**config.mk**
```make
export PLATFORM = sky130hd
export DESIGN_NAME = forwarding_unit
export DESIGN_NICKNAME = d
export VERILOG_FILES = /design/src/rtl/simd_pkg.sv /design/src/rtl/forwarding_unit_instr_fields.sv /design/src/rtl/forwarding_unit.sv
export SDC_FILE = /design/constraint.sdc
export NUM_CORES = 1
export LEC_CHECK = 0
export CORE_AREA = 2 2 122 124
export CTS_CLUSTER_DIAMETER = 100
export DETAILED_ROUTE_END_ITERATION = 8
export DIE_AREA = 0 0 124 126
export PLACE_DENSITY = 0.67
export RECOVER_POWER = 50
export SYNTH_ARGS = -nofsm -noshare
export SYNTH_HDL_FRONTEND = slang
export SYNTH_SLANG_ARGS = --single-unit
export TNS_END_PERCENT = 5
```
**constraint.sdc**
```tcl
create_clock -name clk -period 2.47 [get_ports clk]
set_clock_uncertainty 0.05 [all_clocks]
set_input_delay 0.3705 -clock clk [delete_from_list [all_inputs] [get_ports clk]]
set_output_delay 0.3705 -clock clk [all_outputs]
set_load 0.02 [all_outputs]
```
**src/rtl/simd_pkg.sv**
```systemverilog
// Shared widths, instruction format codes and forwarding select encoding
// for the 4-stage SIMD multimedia pipeline.
package simd_pkg;

    localparam int DATA_W  = 128;
    localparam int INSTR_W = 25;
    localparam int ADDR_W  = 5;

    localparam logic [1:0] FMT_R4  = 2'b10;
    localparam logic [1:0] FMT_R3  = 2'b11;
    localparam logic [7:0] OPC_NOP = 8'h00;

    typedef enum logic [1:0] {
        FWD_NONE = 2'b00,
        FWD_RS1  = 2'b01,
        FWD_RS2  = 2'b10,
        FWD_RS3  = 2'b11
    } fwd_sel_t;

endpackage : simd_pkg

```
**src/rtl/forwarding_unit_instr_fields.sv**
```systemverilog
// Combinational instruction decoder: register address fields, whether the
// instruction writes rd, and which source fields name real operands.
module instr_fields
    import simd_pkg::*;
(
    input  logic [INSTR_W-1:0] instr,
    output logic [ADDR_W-1:0]  rd,
    output logic [ADDR_W-1:0]  rs1,
    output logic [ADDR_W-1:0]  rs2,
    output logic [ADDR_W-1:0]  rs3,
    output logic               writes_rd,
    output logic               rs1_v,
    output logic               rs2_v,
    output logic               rs3_v
);

    logic is_r4;
    logic is_r3;

    assign is_r4 = (instr[24:23] == FMT_R4);
    assign is_r3 = (instr[24:23] == FMT_R3);

    assign rd  = instr[4:0];
    assign rs1 = instr[9:5];
    assign rs2 = instr[14:10];
    assign rs3 = instr[19:15];

    // li always writes; an R3 with opcode zero is a nop and writes nothing.
    assign writes_rd = !instr[24] || is_r4 || (is_r3 && (instr[22:15] != OPC_NOP));

    assign rs1_v = is_r4 || is_r3;
    assign rs2_v = is_r4 || is_r3;
    assign rs3_v = is_r4;

endmodule : instr_fields

```
**src/rtl/forwarding_unit.sv**
```systemverilog
// WB->EX bypass: selects which EX operand (rs1 > rs2 > rs3) takes the WB
// result, registered for one cycle of latency.
module forwarding_unit
    import simd_pkg::*;
(
    input  logic               clk,
    input  logic               rst_n,
    input  logic [INSTR_W-1:0] instructionEX,
    input  logic [INSTR_W-1:0] instructionWB,
    input  logic [DATA_W-1:0]  rdWB,
    output logic [1:0]         forward,
    output logic [DATA_W-1:0]  passthrough
);

    logic [ADDR_W-1:0] ex_rd, ex_rs1, ex_rs2, ex_rs3;
    logic              ex_we, ex_rs1_v, ex_rs2_v, ex_rs3_v;
    logic [ADDR_W-1:0] wb_rd, wb_rs1, wb_rs2, wb_rs3;
    logic              wb_we, wb_rs1_v, wb_rs2_v, wb_rs3_v;

    instr_fields u_ex_fields (
        .instr     (instructionEX),
        .rd        (ex_rd),
        .rs1       (ex_rs1),
        .rs2       (ex_rs2),
        .rs3       (ex_rs3),
        .writes_rd (ex_we),
        .rs1_v     (ex_rs1_v),
        .rs2_v     (ex_rs2_v),
        .rs3_v     (ex_rs3_v)
    );

    instr_fields u_wb_fields (
        .instr     (instructionWB),
        .rd        (wb_rd),
        .rs1       (wb_rs1),
        .rs2       (wb_rs2),
        .rs3       (wb_rs3),
        .writes_rd (wb_we),
        .rs1_v     (wb_rs1_v),
        .rs2_v     (wb_rs2_v),
        .rs3_v     (wb_rs3_v)
    );

    // EX destination and WB sources play no part in WB->EX forwarding.
    logic unused_fields;
    assign unused_fields = ^{ex_rd, ex_we, wb_rs1, wb_rs2, wb_rs3,
                             wb_rs1_v, wb_rs2_v, wb_rs3_v};

    logic     hit_rs1, hit_rs2, hit_rs3;
    fwd_sel_t fwd_n;
    logic [DATA_W-1:0] pass_n;

    assign hit_rs1 = wb_we && ex_rs1_v && (ex_rs1 == wb_rd);
    assign hit_rs2 = wb_we && ex_rs2_v && (ex_rs2 == wb_rd);
    assign hit_rs3 = wb_we && ex_rs3_v && (ex_rs3 == wb_rd);

    always_comb begin
        // NOTE: defaults first so every path assigns both outputs; no latch.
        fwd_n  = FWD_NONE;
        pass_n = '0;
        if (hit_rs1)      fwd_n = FWD_RS1;
        else if (hit_rs2) fwd_n = FWD_RS2;
        else if (hit_rs3) fwd_n = FWD_RS3;
        if (fwd_n != FWD_NONE) pass_n = rdWB;
    end

    always_ff @(posedge clk) begin
        // NOTE: non-blocking assignments so all registers update together.
        if (!rst_n) begin
            forward     <= FWD_NONE;
            passthrough <= '0;
        end else begin
            forward     <= fwd_n;
            passthrough <= pass_n;
        end
    end

endmodule : forwarding_unit

```
==> flow_summary.ini <==
[worst_setup_path]
worst_path_largest_cell_delay_ns = 0.61
cp_num_cells = 8
cp_max_fo = 23
crit_top_cell = buf_12
crit_chain = dlygate4sd3_1, xnor2_1, nand4_1, or3_4, a31oi_4, buf_12, buf_12, and2_1
cp-end-kind = flop
cpMaxStageDelayCell = dlygate4sd3_1
crit_type = input pin to flop
worstSetupStartpoint = instructionWB[2]
critPathLaunchType = input pin
worstPathRequired_ns = 2.76
critical_path_buf_inv_count = 3
cp_top_family = buffers and inverters
worstPathArrival_ns = 2.42

[clock_tree]
cts_buffers = 17
clock_path_buffers = 2
clk_pin_slew_ns = 0.06
numClockSinks = 130
htreeDepth = 4
ctsHoldBuffers = 0
cts_tree = yes
cts-root-buf = clkbuf_16
postCtsSetupBuffers = 0
cts-resized-gates = 0

[synth]
synth_edf_count = 0
synth-seq-cells = 130
async_flop_share = 0
seq_area_frac_synth = 0.696
ys_top_cells_by_count = dfxtp_1 (130), and2_1 (126), clkbuf_1 (8), xnor2_1 (8), xor2_1 (7)
synth_top_area_share = 0.696
syn_avg_cell_area_um2 = 12.3
syn_inst = 304
synth_top_area_cell = dfxtp_1
synth_cell_type_count = 18
post-synth-top-count-cell = dfxtp_1
yosysWarnings = 0
synth_fp_nets = 484
synth-main-ff-cell = dfxtp_1
synth.area.top_cells = dfxtp_1 (70%), and2_1 (21%), xnor2_1 (1.9%)
synth.cell_area_um2 = 3740

[layout]
final_nets = 792
area_growth_pct = 103
diodes = 0
drive_above_1_share = 0.0704
utilization = 0.531

[global_routing]
grt_usage = 0.143
gr-total-overflow = 0
use_met2 = 0.257
met3_usage = 0.0856
antenna_found_initial = 0
use_met1 = 0.124
grt_pass1_vias = 3364
grt_pass1_wl_mm = 16.5
grt_max_degree = 30
busiest_layer = met2

[hold_path]
whs_path_depth = 2
hp-class = input pin to flop
hold_path.startpoint = rdWB[34]

[route]
ant_nets = 0
post_drt_wl_per_cell_um = 13.7
vias = 3163
vias_per_cell = 3.91
route.detailed.drc = 0
totalWireLength_mm = 11.1
drt_iter0_markers = 43
first_pass_iters = 3

[timing]
worst_slack_ns = 0.342
fin_hold_ws_ns = 0.473
setup_viol = 0
hold_viol = 0
fin_setup_tns_ns = 0
rsz0062_at_grt = no
maxSlewHeadroom = 0.784
layout_min_cycle_time_ns = 2.13
fmax_mhz = 470
maxSlewViolCount = 0
min_period_over_period = 0.862
tightest_slew_ns = 0.322

[placed_design]
dpl.hpwl_mm = 8.81
port_buffers = 291
place_ws_ns = -0.0180
gp_congestion = 0.771

[power]
power.total_uw = 5290
cellLeakagePower_uw = 0.00342
peakVddDrop_v = 0.000372
power_density_nw_per_um2 = 697

[floorplanning]
die_width_um = 124
die_area_um2 = 15600
die_h_um = 126
ios = 310
coreArea_um2 = 14300
row_count = 44
start_util = 0.261

[job]
cap_violations = 0

[run_status]
outcome = finished clean
==> report_power, final <==
part / switching (µW) / internal (µW)
logic: 117 / 297
clock network: 903 / 1840
registers: 5.70 / 2130
==> placed cells by master (no fill, tap or decap), types with 3 or more instances in the layout <==
| master | instances |
|---|---|
| and2_1 | 126 |
| and3_1 | 3 |
| buf_12 | 5 |
| buf_4 | 5 |
| bufinv_16 | 5 |
| clkbuf_16 | 17 |
| clkdlybuf4s50_1 | 164 |
| clkinv_2 | 3 |
| dfxtp_1 | 130 |
| dlygate4sd3_1 | 127 |
| nand3_1 | 5 |
| xnor2_1 | 8 |
| xor2_1 | 7 |
==> sequential cells by signal, summed over array words and instances, names as in the netlist <==
| signal | cells |
|---|---|
| forward | 2 |
| passthrough | 128 |
==> per-layer routing <==
metal / vias up / routed length, µm / share of wire
met4: 0 / 259 / 0.023
met2: 198 / 5600 / 0.50
li1: 1556 / - / -
met1: 1392 / 3640 / 0.33
met3: 17 / 1610 / 0.14
met5: - / 0 / 0
==> cell families (layout without fill, tap and decap cells) <==
kind of cell | after synthesis | in the layout | synth area share
flip-flops | 130 | 130 | 0.696
AND/OR/NAND/NOR | 143 | 143 | 0.238
XOR/XNOR | 15 | 15 | 0.0351
AO/OA/AOI/OAI | 3 | 3 | 0.00836
buffers and inverters | 13 | 334 | 0.0231
==> area by class of cell <==
| class | count | area (µm²) |
|---|---|---|
| well taps | 184 | 230 |
| clock buffers | 19 | 453 |
| fillers | 1229 | 6720 |
| clock inverters | 13 | 206 |
| multi-input cells | 161 | 1050 |
| flip-flops and latches | 130 | 2600 |
| repair buffers | 302 | 3050 |
==> stage by stage <==
step                      instance area, µm²  cells
after floorplan                         3740    304
after global placement                  6940    777
after detailed placement                6940    777
after CTS                               7600    809
after global routing                    7600    809
final                                   7600    809
==> final timing paths <==
check	endpoint	slack, ns
max	passthrough[86]	0.34
min	passthrough[34]	0.47
Note: power is estimated with default switching activity, not from simulation.
==> variant, RTL diff (same flow settings) <==
The output `passthrough` loses its register stage (`passthrough` becomes a continuous assignment).
--- a/src/rtl/forwarding_unit.sv
+++ b/src/rtl/forwarding_unit.sv
@@ -68,12 +68,12 @@
         // NOTE: non-blocking assignments so all registers update together.
         if (!rst_n) begin
             forward     <= FWD_NONE;
-            passthrough <= '0;
         end else begin
             forward     <= fwd_n;
-            passthrough <= pass_n;
         end
     end
 
+    assign passthrough = pass_n;
+
 endmodule : forwarding_unit
 
Check against the original RTL: not equivalent (a bounded check fails within 4 cycles, from zero or initial values and one cycle with rst_n low).
==> variant against the unedited design <==
  * Sequential share of layout area is 33 points lower
  * Design area is 40% lower
  * Largest cell class unchanged
  * Sequential cell count is 128 lower
  * Wire length is 17% lower
  * Synthesized cell count is 42% lower
  * Synthesized area is 69% lower
  * Highest routed layer unchanged
  * Setup slack worse by 0.32 ns
Power is left out: it rests on default switching activity, and per cell area and clock period it moved more than threefold.
==> variant: results <==
group,metric,value,unit
run_status,run_status,"completed",
placement,numPortBuffers,291,
placement,gpl.final_weighted_congestion,0.760,
yosys,asyncSetResetFlopFracSynth,0,%
hold_path,worstHoldEndpoint,"forward[1]",
drt,drt_pass1_iterations,4,
global_route,grt_antenna_before_repair,0,
global_route,grt_busiest_layer,"met2",
global_route,via_count_of_the_first_global_routing_pass,2247,
placement,dpl.cell_count,646,
global_route,track_usage,10.2,%
yosys,synth.yosys.seq_area_share,3.41,%
setup_path,worstPathArrival,2.03,ns
yosys,synth_common_cells,"sky130_fd_sc_hd__and2_1, sky130_fd_sc_hd__clkbuf_2, sky130_fd_sc_hd__xnor2_1",
hold_path,worst_hold_path.num_cells,5,
yosys,synth.mux.area_fraction,0,%
cts,library_cell_used_as_clock_root_buffer,"sky130_fd_sc_hd__clkbuf_16",
placement,hpwl,6.89,mm
yosys,synth_ff_type,"sky130_fd_sc_hd__dfxtp_1",
placement,place_worst_setup_slack,-0.917,ns
placement,place_area,0.00432,mm^2
cts,number_of_cts_inserted_buffers,3,
global_route,grt_util_met1,11.9,%
global_route,grtUsageMet2,19.8,%
yosys,synthTopCellsByArea,"sky130_fd_sc_hd__and2_1, sky130_fd_sc_hd__xnor2_1, sky130_fd_sc_hd__xor2_1",
finish,finish.net_count,667,
setup_path,timing.critical_path.max_delay_family,"simple AND/OR/NAND/NOR gates",
cts,htree_levels,1,
setup_path,cp_max_fo,28,
drt,detail_route.wl_per_cell,13.8,um
yosys,synth_cell_type_count,17,
hold_path,hold_path_startpoint,"instructionEX[17]",
cts,clk_path_buf_depth,2,
yosys,yosys.cell_count.top_type,"sky130_fd_sc_hd__and2_1",
global_route,grt_first_pass_wirelength,12.6,mm
global_route,grt_use_met3,1.45,%
setup_path,max_stage_delay,0.41,ns
timing,slew_violations,0,
yosys,post_synth_xor_area_fraction,11.2,%
finish,post_route_cells_drive_above_1_share,40.6,%
timing,fin_hold_ws,0.544,ns
hold_path,min-delay-path-class,"in -> reg",
timing,maxSlewHeadroom,83.6,%
global_route,grt_max_degree,36,
yosys,postSynthNetCount,357,
drt,viasPerCell,3.45,
yosys,synthesis.instances,177,
finish,biggestRegsByFlops,"forward x2",
setup_path,critical_path_slowest_stage_cell,"sky130_fd_sc_hd__or3_4",
yosys,synth_compound_area_share,2.67,%
drt,dr.first_iter.drc_count,48,
drt,total_vias_in_the_final_route,2311,
cts,clk_transition_reported_paths,0.03,ns
==> variant: cell types whose count changed after synthesis <==
cell	before	now
sky130_fd_sc_hd__clkbuf_2	0	12
sky130_fd_sc_hd__clkbuf_1	8	0
sky130_fd_sc_hd__nand2_1	1	2
sky130_fd_sc_hd__buf_6	5	2
sky130_fd_sc_hd__and3_1	3	0
sky130_fd_sc_hd__dfxtp_1	130	2
sky130_fd_sc_hd__and2_1	126	129
sky130_fd_sc_hd__nand3_1	5	4
==> variant: cell families (layout without fill, tap and decap cells) <==
logic type	count (synthesis)	count (layout)
buffers and inverters	14	322
AO/OA/AOI/OAI	3	3
flip-flops	2	2
XOR/XNOR	15	15
AND/OR/NAND/NOR	143	143
==> variant: cell type report <==
class | instances | area (um^2)
clock buffer | 3 | 75.1
multi-input combinational | 161 | 1180
tap | 184 | 230
timing repair buffer | 319 | 3040
fill | 1535 | 9740
sequential | 2 | 40.0
==> variant: worst max path at each step <==
stage,start,to,slack (ns),depth (start not counted)
after global placement,instructionWB[0],passthrough[54],-0.80,8
after floorplan,instructionWB[2],passthrough[100],0.35,7
after global routing,instructionEX[15],passthrough[104],-0.11,10
after CTS,instructionEX[5],forward[1],-0.1,17
final,instructionEX[18],passthrough[37],0.02,10
after detailed placement,instructionWB[0],passthrough[119],-0.92,8
==> variant: layer usage <==
layer	part of all wire, %	wire [um]
met1	37	3440
met2	53	4870
met3	9.1	841
met4	0.64	59
met5	0	0
==> variant: timing repair <==
| item | CTS | global route |
|---|---|---|
| gates resized for setup | 638 | 137 |
| gates cloned | 5 | 0 |
| buffers inserted | 19 | 0 |
| endpoints found under the hold margin | 0 | 0 |
| pin swaps | 28 | 10 |
| setup endpoints to repair | 128 | 130 |
